==> src/rtl/sim_pkg.sv <==
// rtl/sim_pkg.sv - shared defaults and helpers for the similarity arbiter
package sim_pkg;

  localparam int SIM_NREQ = 4;
  localparam int SIM_DW   = 8;
  localparam int SIM_LAT  = 3;

  localparam logic [SIM_DW-1:0] SIM_MAX = {SIM_DW{1'b1}};

  // Width of a requester index; never narrower than one bit.
  function automatic int id_width(input int n);
    return (n <= 2) ? 1 : $clog2(n);
  endfunction

endpackage

==> src/rtl/sim_arbiter_if.sv <==
// rtl/sim_arbiter_if.sv - request/response bundle between clients, arbiter and scorer
interface sim_arbiter_if
  import sim_pkg::*;
#(
  parameter int NREQ = SIM_NREQ,
  parameter int DW   = SIM_DW
);

  localparam int IW = id_width(NREQ);

  logic [NREQ-1:0]    req_valid;
  logic [NREQ-1:0]    req_ready;
  logic [NREQ*DW-1:0] req_op1;
  logic [NREQ*DW-1:0] req_op2;
  logic               rsp_valid;
  logic               rsp_ready;
  logic [IW-1:0]      rsp_id;
  logic [DW-1:0]      rsp_res;
  logic               busy;

  // Client / downstream side.
  modport master (
    output req_valid, req_op1, req_op2, rsp_ready,
    input  req_ready, rsp_valid, rsp_id, rsp_res, busy
  );

  // Arbiter side.
  modport slave (
    input  req_valid, req_op1, req_op2, rsp_ready,
    output req_ready, rsp_valid, rsp_id, rsp_res, busy
  );

endinterface

==> src/rtl/sim_arbiter_rr_arbiter.sv <==
// rtl/sim_arbiter_rr_arbiter.sv - round-robin grant with rotating priority pointer
module rr_arbiter
  import sim_pkg::*;
#(
  parameter int NREQ = SIM_NREQ,
  localparam int IW = id_width(NREQ)
)(
  input  logic            clk,
  input  logic            rst,
  input  logic [NREQ-1:0] req,
  input  logic            enable,
  input  logic            advance,
  output logic [NREQ-1:0] grant,
  output logic [IW-1:0]   idx
);

  logic [IW-1:0] ptr;
  logic          found;

  function automatic int slot(input logic [IW-1:0] base, input int k);
    return (int'(base) + k) % NREQ;
  endfunction

  // First requester at or after the pointer wins, searching with wrap-around.
  always_comb begin
    grant = '0;
    idx   = '0;
    found = 1'b0;
    for (int k = 0; k < NREQ; k++) begin
      if (enable && !found && req[slot(ptr, k)]) begin
        found                = 1'b1;
        grant[slot(ptr, k)]  = 1'b1;
        idx                  = IW'(slot(ptr, k));
      end
    end
  end

  // Pointer moves just past the winner only when the grant is actually taken.
  always_ff @(posedge clk or negedge rst) begin
    if (!rst) begin
      ptr <= '0;
    end else if (advance) begin
      ptr <= (int'(idx) == NREQ - 1) ? '0 : idx + IW'(1);
    end
  end

endmodule

==> src/rtl/sim_arbiter.sv <==
// rtl/sim_arbiter.sv - shared similarity datapath with round-robin issue and credited output FIFO
module sim_arbiter
  import sim_pkg::*;
#(
  parameter int NREQ = SIM_NREQ,
  parameter int DW   = SIM_DW,
  parameter int LAT  = SIM_LAT
)(
  input  logic        clk,
  input  logic        rst,
  sim_arbiter_if.slave bus
);

  // FIFO depth covers every op that can be in flight plus one being drained.
  localparam int DEPTH = LAT + 1;
  localparam int IW    = id_width(NREQ);
  localparam int CW    = $clog2(DEPTH + 1);
  localparam int PW    = $clog2(DEPTH);
  localparam logic [DW-1:0] RES_MAX = {DW{1'b1}};

  logic [CW-1:0]   credit;
  logic [CW-1:0]   fifo_count;
  logic [PW-1:0]   wr_ptr;
  logic [PW-1:0]   rd_ptr;
  logic            enable;
  logic            issue;
  logic            pop;
  logic            fifo_empty;
  logic [NREQ-1:0] grant;
  logic [IW-1:0]   gidx;
  logic [DW-1:0]   sel_op1;
  logic [DW-1:0]   sel_op2;

  logic [LAT-1:0]  st_valid;
  logic [IW-1:0]   st_id [LAT];
  logic [DW-1:0]   s1_op1;
  logic [DW-1:0]   s1_op2;
  logic [DW-1:0]   abs_diff;
  logic [DW-1:0]   s1_res;
  logic            wr_en;
  logic [IW-1:0]   wr_id;
  logic [DW-1:0]   wr_res;

  logic [IW-1:0]   mem_id  [DEPTH];
  logic [DW-1:0]   mem_res [DEPTH];
  logic [IW-1:0]   held_id;
  logic [DW-1:0]   held_res;

  function automatic logic [PW-1:0] ptr_inc(input logic [PW-1:0] p);
    return (p == PW'(DEPTH - 1)) ? '0 : p + PW'(1);
  endfunction

  // A full credit pool blocks issue even if a pop frees a slot this cycle.
  assign enable = rst && (credit < CW'(DEPTH));

  rr_arbiter #(.NREQ(NREQ)) u_rr (
    .clk     (clk),
    .rst     (rst),
    .req     (bus.req_valid),
    .enable  (enable),
    .advance (issue),
    .grant   (grant),
    .idx     (gidx)
  );

  assign bus.req_ready = grant;
  assign issue         = |(bus.req_valid & grant);
  assign sel_op1       = bus.req_op1[int'(gidx)*DW +: DW];
  assign sel_op2       = bus.req_op2[int'(gidx)*DW +: DW];

  // Valid/id shift chain plus the stage-1 operand registers.
  always_ff @(posedge clk or negedge rst) begin
    if (!rst) begin
      st_valid <= '0;
      s1_op1   <= '0;
      s1_op2   <= '0;
      for (int i = 0; i < LAT; i++) st_id[i] <= '0;
    end else begin
      st_valid[0] <= issue;
      st_id[0]    <= gidx;
      s1_op1      <= sel_op1;
      s1_op2      <= sel_op2;
      for (int i = 1; i < LAT; i++) begin
        st_valid[i] <= st_valid[i-1];
        st_id[i]    <= st_id[i-1];
      end
    end
  end

  // Absolute difference by unsigned compare, then distance from full scale.
  always_comb begin
    abs_diff = (s1_op1 > s1_op2) ? (s1_op1 - s1_op2) : (s1_op2 - s1_op1);
    s1_res   = RES_MAX - abs_diff;
  end

  generate
    if (LAT > 1) begin : g_res
      logic [DW-1:0] res_q [LAT-1];

      // Result registered at stage 2; later stages only delay it.
      always_ff @(posedge clk or negedge rst) begin
        if (!rst) begin
          for (int i = 0; i < LAT - 1; i++) res_q[i] <= '0;
        end else begin
          res_q[0] <= s1_res;
          for (int i = 1; i < LAT - 1; i++) res_q[i] <= res_q[i-1];
        end
      end

      assign wr_res = res_q[LAT-2];
    end else begin : g_nores
      assign wr_res = s1_res;
    end
  endgenerate

  assign wr_en      = st_valid[LAT-1];
  assign wr_id      = st_id[LAT-1];
  assign fifo_empty = (fifo_count == '0);
  assign pop        = !fifo_empty && bus.rsp_ready;

  // Credit, FIFO pointers/occupancy and the value shown while empty.
  always_ff @(posedge clk or negedge rst) begin
    if (!rst) begin
      credit     <= '0;
      fifo_count <= '0;
      wr_ptr     <= '0;
      rd_ptr     <= '0;
      held_id    <= '0;
      held_res   <= '0;
    end else begin
      credit     <= credit + CW'(issue) - CW'(pop);
      fifo_count <= fifo_count + CW'(wr_en) - CW'(pop);
      if (wr_en) wr_ptr <= ptr_inc(wr_ptr);
      if (pop)   rd_ptr <= ptr_inc(rd_ptr);
      if (!fifo_empty) begin
        held_id  <= mem_id[rd_ptr];
        held_res <= mem_res[rd_ptr];
      end
    end
  end

  // FIFO storage; occupancy alone decides which entries are meaningful.
  always_ff @(posedge clk) begin
    if (wr_en) begin
      mem_id[wr_ptr]  <= wr_id;
      mem_res[wr_ptr] <= wr_res;
    end
  end

  assign bus.rsp_valid = !fifo_empty;
  assign bus.rsp_id    = fifo_empty ? held_id  : mem_id[rd_ptr];
  assign bus.rsp_res   = fifo_empty ? held_res : mem_res[rd_ptr];
  assign bus.busy      = (credit != '0);

endmodule

==> src/flat_wrapper.sv <==
// flat-port wrapper written by rule: the top's interface ports become plain ports
module sim_arbiter_flat import sim_pkg::*;
#(
  parameter int NREQ = SIM_NREQ,
  parameter int DW   = SIM_DW,
  parameter int LAT  = SIM_LAT
)
  (clk, rst, bus_req_valid, bus_req_op1, bus_req_op2, bus_rsp_ready, bus_req_ready, bus_rsp_valid, bus_rsp_id, bus_rsp_res, bus_busy);
  sim_arbiter_if #(.NREQ(NREQ), .DW(DW)) bus_i ();
  input  logic clk;
  input  logic rst;
  input wire logic [$bits(bus_i.req_valid)-1:0] bus_req_valid;
  input wire logic [$bits(bus_i.req_op1)-1:0] bus_req_op1;
  input wire logic [$bits(bus_i.req_op2)-1:0] bus_req_op2;
  input wire logic [$bits(bus_i.rsp_ready)-1:0] bus_rsp_ready;
  output wire logic [$bits(bus_i.req_ready)-1:0] bus_req_ready;
  output wire logic [$bits(bus_i.rsp_valid)-1:0] bus_rsp_valid;
  output wire logic [$bits(bus_i.rsp_id)-1:0] bus_rsp_id;
  output wire logic [$bits(bus_i.rsp_res)-1:0] bus_rsp_res;
  output wire logic [$bits(bus_i.busy)-1:0] bus_busy;
  assign bus_i.req_valid = bus_req_valid;
  assign bus_i.req_op1 = bus_req_op1;
  assign bus_i.req_op2 = bus_req_op2;
  assign bus_i.rsp_ready = bus_rsp_ready;
  assign bus_req_ready = bus_i.req_ready;
  assign bus_rsp_valid = bus_i.rsp_valid;
  assign bus_rsp_id = bus_i.rsp_id;
  assign bus_rsp_res = bus_i.rsp_res;
  assign bus_busy = bus_i.busy;
  sim_arbiter #(.NREQ(NREQ), .DW(DW), .LAT(LAT)) u_core (.clk(clk), .rst(rst), .bus(bus_i));
endmodule
==> config.mk <==
export PLATFORM = sky130hd
export DESIGN_NAME = sim_arbiter_flat
export DESIGN_NICKNAME = d
export VERILOG_FILES = /design/src/rtl/sim_pkg.sv /design/src/rtl/sim_arbiter_if.sv /design/src/rtl/sim_arbiter_rr_arbiter.sv /design/src/rtl/sim_arbiter.sv /design/src/flat_wrapper.sv
export SDC_FILE = /design/constraint.sdc
export NUM_CORES = 1
export LEC_CHECK = 0
export CORE_AREA = 2 2 118 120
export CTS_CLUSTER_DIAMETER = 120
export DETAILED_ROUTE_END_ITERATION = 10
export DIE_AREA = 0 0 120 122
export PLACE_DENSITY = 0.7
export SYNTH_ARGS = -nofsm -noshare
export SYNTH_HDL_FRONTEND = slang
export SYNTH_SLANG_ARGS = --single-unit
==> constraint.sdc <==
create_clock -name clk -period 3.6 [get_ports clk]
set_clock_uncertainty 0.2 [all_clocks]
set_input_delay 0.72 -clock clk [delete_from_list [all_inputs] [get_ports clk]]
set_output_delay 0.72 -clock clk [all_outputs]
set_load 0.01 [all_outputs]
-- Word-level counts from Yosys, hierarchy flattened
Memory sizes are Yosys's and may differ from the RTL's.
Index checks and enable logic that the tools add are counted.
W data, S select, Z words.
- bits in registers: 63
- latch bits: 0
- bits in writable memories: 40
- bits in read-only memories: 0
- input port bits: 71
- output and inout port bits: 16
- memories: 2
- memory list (name ; depth ; width ; read ports ; clocked after Yosys merged registers in ; wr ports ; line ; text):
    u_core.mem_res ; 4 ; 8 ; 1 ; 0 ; 1 ; sim_arbiter.sv:45 ; logic [DW-1:0] mem_res [DEPTH];
    u_core.mem_id ; 4 ; 2 ; 1 ; 0 ; 1 ; sim_arbiter.sv:44 ; logic [IW-1:0] mem_id [DEPTH];
- add/subtract/negate cells: 13
- multipliers: 0
- div/mod/pow operators: 0
- $lt $le $gt $ge: 10
- eq/ne operators: 3
- shift-type cells: 2
- multiplexer cells: 38
- bitwise operators: 7
- reductions and logical operators: 23
- operators with widths (cell ; number):
    $shiftx A32 B6 Y8 ; 2
    $mux W1 ; 16
    $mux W2 ; 8
    $mux W4 ; 4
    $mux W8 ; 2
    $sub A8 B8 Y8 ; 2
    $logic_and A1 B1 Y1 ; 13
    $lt A3 B4 Y1 const B ; 3
    $or A4 B4 Y4 ; 3
    $ge A3 B1 Y1 const B ; 3
    $add A2 B1 Y2 const B ; 4
    $bmux W1 S2 ; 4
    $demux W1 S2 ; 4
    $gt A8 B8 Y1 ; 1
    $sub A8 B8 Y8 const A ; 1
    $add A3 B1 Y3 ; 2
    $reduce_or A2 Y1 ; 3
    $sub A3 B1 Y3 ; 2
    $add A2 B2 Y2 const B ; 2
    $and A4 B4 Y4 ; 1
    $eq A2 B2 Y1 const B ; 2
    $logic_not A1 Y1 ; 4
    $reduce_or A4 Y1 ; 1
    $and A1 B1 Y1 const A ; 3
    6 further kinds ; 6

-- Logic depth before layout (Yosys ltp)
Gate-level depths: netlist of run 1.
- depth after elaboration: 20
- depth in mapped cells: 15
- gate-level depth less buffers: 13

-- Modules after synthesis
Synthesis of run 1 repeated with hierarchy kept, for this count alone.
- cells, all modules: 350
- area total of the unflattened synthesis: 5124.9 um^2
- modules (own cells, without submodules) (module ; times used ; cells each ; area each (um^2) ; seq. area each (um^2)):
    sim_arbiter ; 1 ; 277 ; 4473.0 ; 2727.6
    rr_arbiter ; 1 ; 73 ; 651.9 ; 50.0

-- Worst setup path before layout of run 1
No wires, ideal clock.
- path type: register to register
- from: register with a tool-made name
- to: register u_core.credit[1]
- library setup time: 64 ps
- arrival time: 3037 ps
- required time: 3336 ps
- setup slack: 299 ps
- cell stages (with the launch flop): 15
- buffers on the path: 2
- path through: dfrtp_1 -> buf_6 -> inv_1 -> ha_1 -> inv_1 -> a221o_1 -> and4b_1 -> buf_6 -> a22o_1 -> nor4_2 -> nand2_1 -> ha_1 -> inv_1 -> fa_1 -> inv_1
- RTL lines (what ; line ; text):
    to (signal assigned) ; sim_arbiter.sv:131 ; credit <= credit + CW'(issue) - CW'(pop);
    to (decl) ; sim_arbiter.sv:21 ; logic [CW-1:0] credit;

-- Worst setup path in the final report of run 1
- from: input bus_req_valid[2]
- to: output bus_req_ready[1]
- word-level cells in the longest chain between the ends: 16
- ends and longest elaborated chain (what ; line ; text):
    from (decl) ; flat_wrapper.sv:12 ; input wire logic [$bits(bus_i.req_valid)-1:0] bus_req_valid;
    $bmux W1 S2 ; sim_arbiter_rr_arbiter.sv:30 ; if (enable && !found && req[slot(ptr, k)]) begin
    $mux W1 (not written as such) ; sim_arbiter_rr_arbiter.sv:30 ;
    $logic_and A1 B1 Y1 ; sim_arbiter_rr_arbiter.sv:30 ;
    $mux W1 ; sim_arbiter_rr_arbiter.sv:30 ;
    $logic_not A1 Y1 ; sim_arbiter_rr_arbiter.sv:30 ;
    $logic_and A1 B1 Y1 (2 in a row) ; sim_arbiter_rr_arbiter.sv:30 ;
    $mux W1 ; sim_arbiter_rr_arbiter.sv:30 ;
    $logic_not A1 Y1 ; sim_arbiter_rr_arbiter.sv:30 ;
    $logic_and A1 B1 Y1 (2 in a row) ; sim_arbiter_rr_arbiter.sv:30 ;
    $mux W1 ; sim_arbiter_rr_arbiter.sv:30 ;
    $logic_not A1 Y1 ; sim_arbiter_rr_arbiter.sv:30 ;
    $logic_and A1 B1 Y1 (2 in a row) ; sim_arbiter_rr_arbiter.sv:30 ;
    $mux W4 * ; sim_arbiter_rr_arbiter.sv:30 ;
    to (decl) ; flat_wrapper.sv:16 ; output wire logic [$bits(bus_i.req_ready)-1:0] bus_req_ready;
Every way passes the cells marked *; elsewhere a longest branch is shown, timed or not. The select of a mux whose other input is x is not followed.

==> metrics.cfg, run 1 <==
[layout]
area.sequential_sq_um=2780
layout-drive-gt1-share_pct=16.8
antenna_cells=0
nets=614
multiInputGateArea_sq_um=2290
final_area_sq_um=6870
area_delta_synth_final_pct=30.0
n_fill_cell=1192

[sta]
rsz0062_at_grt=false
worstMarginPinSlew_ns=0.628
fin_crit_ns=3.45
fin_ws_ns=0.150
maxSlewViolCount=0
hold_viol=0
fin_crit_sh_pct=95.8
slew_headroom_pct=58.1
setup_viol=0
max_freq_ghz=0.290

[grt]
antenna_found_initial=0
grt_pass1_vias=3611
grt_pass1_wl_mm=17.0
grt_overflow_total=0
grt_max_degree=48
track_usage_pct=14.6

[logic_synthesis]
yosysUniqueCellTypes=47
synth_area_per_cell_sq_um=13.4
synth-edff-count=40
ys_seq_area_share_pct=52.5
yosys_most_used_dff=dfrtp_1
yosys_warnings=0
async_flop_share_pct=61.2
syn_nets=501
synth_cells=394
synth_seq_cells=103
syn_area_sq_um=5290

[drt]
wl_met3_um=453
drt.antenna.violating_nets=0
vias=3376
met1Wirelength_mm=4.31
drt_iter0_markers=154
routed_wl_mm=9.95
drc_errors=0
route.met2.wl_mm=5.08
wl_per_cell_um=14.4
routed.top_layer=met4
avgViaCountPerCell=4.88
firstDrtPassIters=4

[pwr]
finalPower_w=0.00562
ir_drop_mv=0.314
power_density_nw_per_um2=817
leakage_nw=2.96

[setup_path]
cp-end-kind=output pin
arrival_ns=2.53
endpoint=bus_req_ready[1]
worst_ep_required_time_ns=2.68
reg2reg_depth=15
cp_max_fo=7
cp_common_cell=dlygate4sd2_1
reg2reg_to=u_core.credit[2]
critPathBufInv=3
path_class=input port to output pin
path_depth=7
startpoint=bus_req_valid[2]
start_kind=input port
slowest_delay_ns=0.53
critPathSlowestCell=mux4_2
crit_family=buffers and inverters
rrSetupSlack_ns=0.29
crit_chain=dlygate4sd2_1 > mux4_2 > buf_4 > a21oi_1 > nor3_2 > a221o_1 > dlygate4sd2_1

[flow_run]
maxCapViolCount=0

[clocking]
htreeDepth=3
clockBufferDepth=2
cts_tree=done
cts_made_buffers=9
insertion_delay_ns=0.33
clkSinkCount=103
clockRootBuffer=clkbuf_16
clkSlewWorstSetupHoldPaths_ns=0.06

[die]
die-width_um=120
core-area_sq_um=13500
row_count=43
die_h_um=122
dieArea_sq_um=14600
initial_core_util_pct=39.2
io_pins=87

[placed_design]
place.gp.congestion=0.835
pre_cts_ws_ns=-0.289
placed_area_sq_um=6520
place.port_buffers=86
place.detailed.hpwl_mm=7.66

[run_status]
status=completed

[worst_hold_path]
hp-class=register to register

==> cells in the final DEF (no fill, tap or decap), types with 9 or more instances in the layout <==
master           netlist  final
buf_4                  4     30
clkbuf_16              0      9
dfrtp_1               63     63
inv_1                 36     35
ha_1                  32     32
nor2_1                 9      9
a21oi_1                9      9
o21ai_0                9      9
clkdlybuf4s50_1        0     77
mux4_2                12     13
mux2i_1               58     58
nand2_1               12     12
mux2_2                13     13
edfxtp_1              40     40
==> stage by stage <==
stage          hold WS [ns]  util (%)  instances  setup TNS (ns)
2_1_floorplan         0.131         -        394               0
3_3_place_gp          0.132      48.3        673           -1.43
3_5_place_dp          0.135      48.3        673           -1.62
4_1_cts               0.148      50.9        692               0
5_1_grt               0.160      50.9        692               0
6_report              0.146      50.9        692               0
==> synth_stat cells (5+ instances only) <==
cell	n	share of area [%]
dfrtp_1	63	30
mux2i_1	58	11
edfxtp_1	40	23
inv_1	36	2.6
ha_1	32	7.6
mux2_2	13	2.8
mux4_2	12	5.1
nand2_1	12	0.85
a21oi_1	9	0.85
nor2_1	9	0.64
o21ai_0	9	0.85
nor2b_1	8	0.95
xnor2_1	8	1.3
and2_1	6	0.71
nor3_1	6	0.57
a21o_1	5	0.71
buf_6	5	1.1
==> report_power, final <==
| group | total, W | internal (W) | switching, W | leakage, nW |
|---|---|---|---|---|
| logic | 0.00266 | 0.00140 | 0.00126 | 1.69 |
| registers | 0.00194 | 0.00171 | 0.000233 | 1.12 |
| clock network | 0.00102 | 0.000614 | 0.000402 | 0.154 |
| total | 0.00562 | 0.00373 | 0.00189 | 2.96 |
==> per-layer routing <==
layer	vias to the layer above	global-route usage [%]
met5	-	0
met3	11	3.46
met4	0	3.90
met2	94	25.7
li1	1639	-
met1	1632	18.2
==> worst min path at each step <==
stage	cells past startpoint	startpoint	end
floorplan	0	u_core.st_id[4]	u_core.st_id[2]
global placement	0	u_core.st_id[3]	u_core.wr_id[1]
detailed placement	0	u_core.g_res.res_q[8]	u_core.wr_res[0]
CTS	2	rst	u_core.s1_op1[2]
global route	0	u_core.g_res.res_q[11]	u_core.wr_res[3]
finish	0	u_core.g_res.res_q[8]	u_core.wr_res[0]
==> cell families (layout without fill, tap and decap cells) <==
family,after synthesis,count (layout),synth area share [%]
adder cells (fa/ha/maj),36,36,9.08
multiplexers,85,85,19.6
XOR/XNOR,11,11,1.82
buffers and inverters,53,171,4.83
AND/OR/NAND/NOR,59,59,6.15
AO/OA/AOI/OAI,47,47,6.03
flip-flops,103,103,52.5
==> registers in the layout, summed over array words and instances, names as in the netlist, named ones only <==
| name | count |
|---|---|
| u_core.wr_res | 8 |
| u_core.mem_res | 32 |
| u_core.held_res | 8 |
| u_core.mem_id | 8 |
| u_core.wr_id | 2 |
| u_core.fifo_count | 3 |
| u_core.rd_ptr | 2 |
| u_core.s1_op2 | 8 |
| u_core.g_res.res_q | 8 |
| u_core.credit | 3 |
| u_core.u_rr.ptr | 1 |
| u_core.held_id | 2 |
| u_core.wr_ptr | 2 |
| u_core.st_id | 4 |
| u_core.st_valid | 3 |
| u_core.s1_op1 | 8 |
==> area by class of cell <==
type                            instances  share of cell area [%]
Sequential cell                       103                    40.4
Clock inverter                          6                    1.33
Timing Repair Buffer                  119                    16.4
Multi-Input combinational cell        238                    33.3
Clock buffer                           10                    3.33
Inverter                               36                    1.97
Tap cell                              180                    3.28
==> repair_timing <==
action,4_1_cts,5_1_grt
hold endpoints to repair,0,0
buffers inserted,3,0
hold buffers,0,0
gates resized for setup,13,3
pin swaps,1,0
setup endpoints to repair,4,4
(Power assumes the default switching activity.)
==> inputs of run 2 (changes only) <==
DONT_BUFFER_PORTS = 1   (was unset)
PLACE_DENSITY = 0.61   (was 0.7)
==> metrics.cfg, run 2 (synthesis results as in run 1) <==
[setup_path]
arrival_ns=2.48
path_class=register to output pin
start_kind=register
worst_ep_required_time_ns=2.68
cp-end-kind=output pin
cp_max_fo=6

[die]
row_count=43
core-area_sq_um=13500
initial_core_util_pct=39.2
die_h_um=122
dieArea_sq_um=14600
die-width_um=120
io_pins=87

[clocking]
cts_made_buffers=9
clockRootBuffer=clkbuf_16
insertion_delay_ns=0.34
clkSlewWorstSetupHoldPaths_ns=0.07
cts_tree=done
clockBufferDepth=2
cts_resized=0
post_cts_buffers=0
clkSinkCount=103
htreeDepth=3

[grt]
grt_overflow_total=0
track_usage_pct=12.6
grt_pass1_vias=2920
antenna_found_initial=1
grt_max_degree=64
grt_pass1_wl_mm=14.4

[pwr]
ir_drop_mv=0.339
power_switching_w=0.00182
p_int_w=0.00346
finalPower_w=0.00528
clockPowerShare_pct=20.8
power_frac_seq_pct=37.5
comb_power_share_pct=41.7
power_density_nw_per_um2=901
swShare_pct=34.5
leakage_nw=2.49

[layout]
fin_cells=583
layout-drive-gt1-share_pct=13.6
antenna_cells=0
layout_commonest_cell=dfrtp_1
nets=505
largest_reg_flops=32
top_register=u_core.mem_res
final_cell_mix=63 x dfrtp_1, 58 x mux2i_1, 40 x edfxtp_1, 36 x inv_1, 32 x ha_1
final_area_sq_um=5860
area_delta_synth_final_pct=10.9

[drt]
avgViaCountPerCell=5.08
firstDrtPassIters=4
drt.antenna.violating_nets=0
routed_wl_mm=8.83
wl_per_cell_um=15.1
vias=2959
drt_iter0_markers=102
drc_errors=0

[placed_design]
placed_area_sq_um=5490
place.port_buffers=0
place.gp.congestion=0.803
dp.cells=566
place.detailed.hpwl_mm=6.24

[sta]
max_freq_ghz=0.294
setup_viol=0
hold_viol=0
worstMarginPinSlew_ns=0.735
fin_crit_sh_pct=94.5
maxSlewViolCount=0
slew_headroom_pct=51.0
setup_tns_ns=0
fin_crit_ns=3.40
rsz0062_at_grt=false
hold_slack_ns=0.0404

[flow_run]
maxCapViolCount=0

[worst_hold_path]
hp-class=input port to asynchronous set/reset pin

[run_status]
status=completed

-- run 2: stage by stage --
| step | worst slack, ns | utilization [%] |
|---|---|---|
| floorplan | 0.299 | - |
| global placement | 0.306 | 40.7 |
| detailed placement | 0.253 | 40.7 |
| CTS | 0.198 | 43.4 |
| global route | 0.0822 | 43.4 |
| finish | 0.198 | 43.4 |
-- run 2: area by class of cell --
| type | instances | area (sq um) |
|---|---|---|
| repair buffers | 10 | 108 |
| clock inverters | 7 | 119 |
| clock buffers | 9 | 225 |
| flip-flops and latches | 103 | 2780 |
| well taps | 180 | 225 |
| multi-input cells | 238 | 2270 |
| inverters | 36 | 135 |
| fillers | 1200 | 7640 |
-- run 2: final timing paths --
path / start / to / slack (ns) / depth (start not counted)
max: register / bus_req_ready[0] / 0.20 / 7
min: rst / u_core.held_id[1] / 0.04 / 1
max reg2reg: register / u_core.credit[2] / 0.28 / 13
min reg2reg: u_core.st_id[5] / u_core.st_id[3] / 0.15 / 0
max in group asynchronous: rst / u_core.s1_op2[4] / 2.89 / 1
min in group clk: u_core.st_id[5] / u_core.st_id[3] / 0.15 / 0
-- run 2: power by group through the flow --
stage | Sequential, W | Combinational, W | Clock, W
finish | 0.00198 | 0.00220 | 0.00110
global route | 0.00205 | 0.00245 | 0.00118
CTS | 0.00199 | 0.00224 | 0.00113
detailed placement | 0.00201 | 0.00221 | 0
global placement | 0.00199 | 0.00218 | 0
floorplan | 0.00189 | 0.00186 | 0
-- run 2: worst max-delay path, cell delays in order (launching register included) --
cell and delay, ns:
dfrtp_1 0.47, inv_1 0.09, ha_1 0.34, inv_1 0.10, a221o_1 0.30, and4b_1 0.28
buf_4 0.16, a221o_1 0.39
-- run 2: layer usage --
layer	share of wire (%)	global-route usage [%]	wire, um
met1	45	15.9	3970
met3	6.4	3.75	563
met5	0	0	0
met2	47	20.3	4110
met4	2.0	5.44	178
-- run 2: repair_timing --
| action | in CTS | in global routing |
|---|---|---|
| endpoints found under the hold margin | 63 | 0 |
| hold buffers | 1 | 0 |
| endpoints found under the setup margin | 0 | 0 |
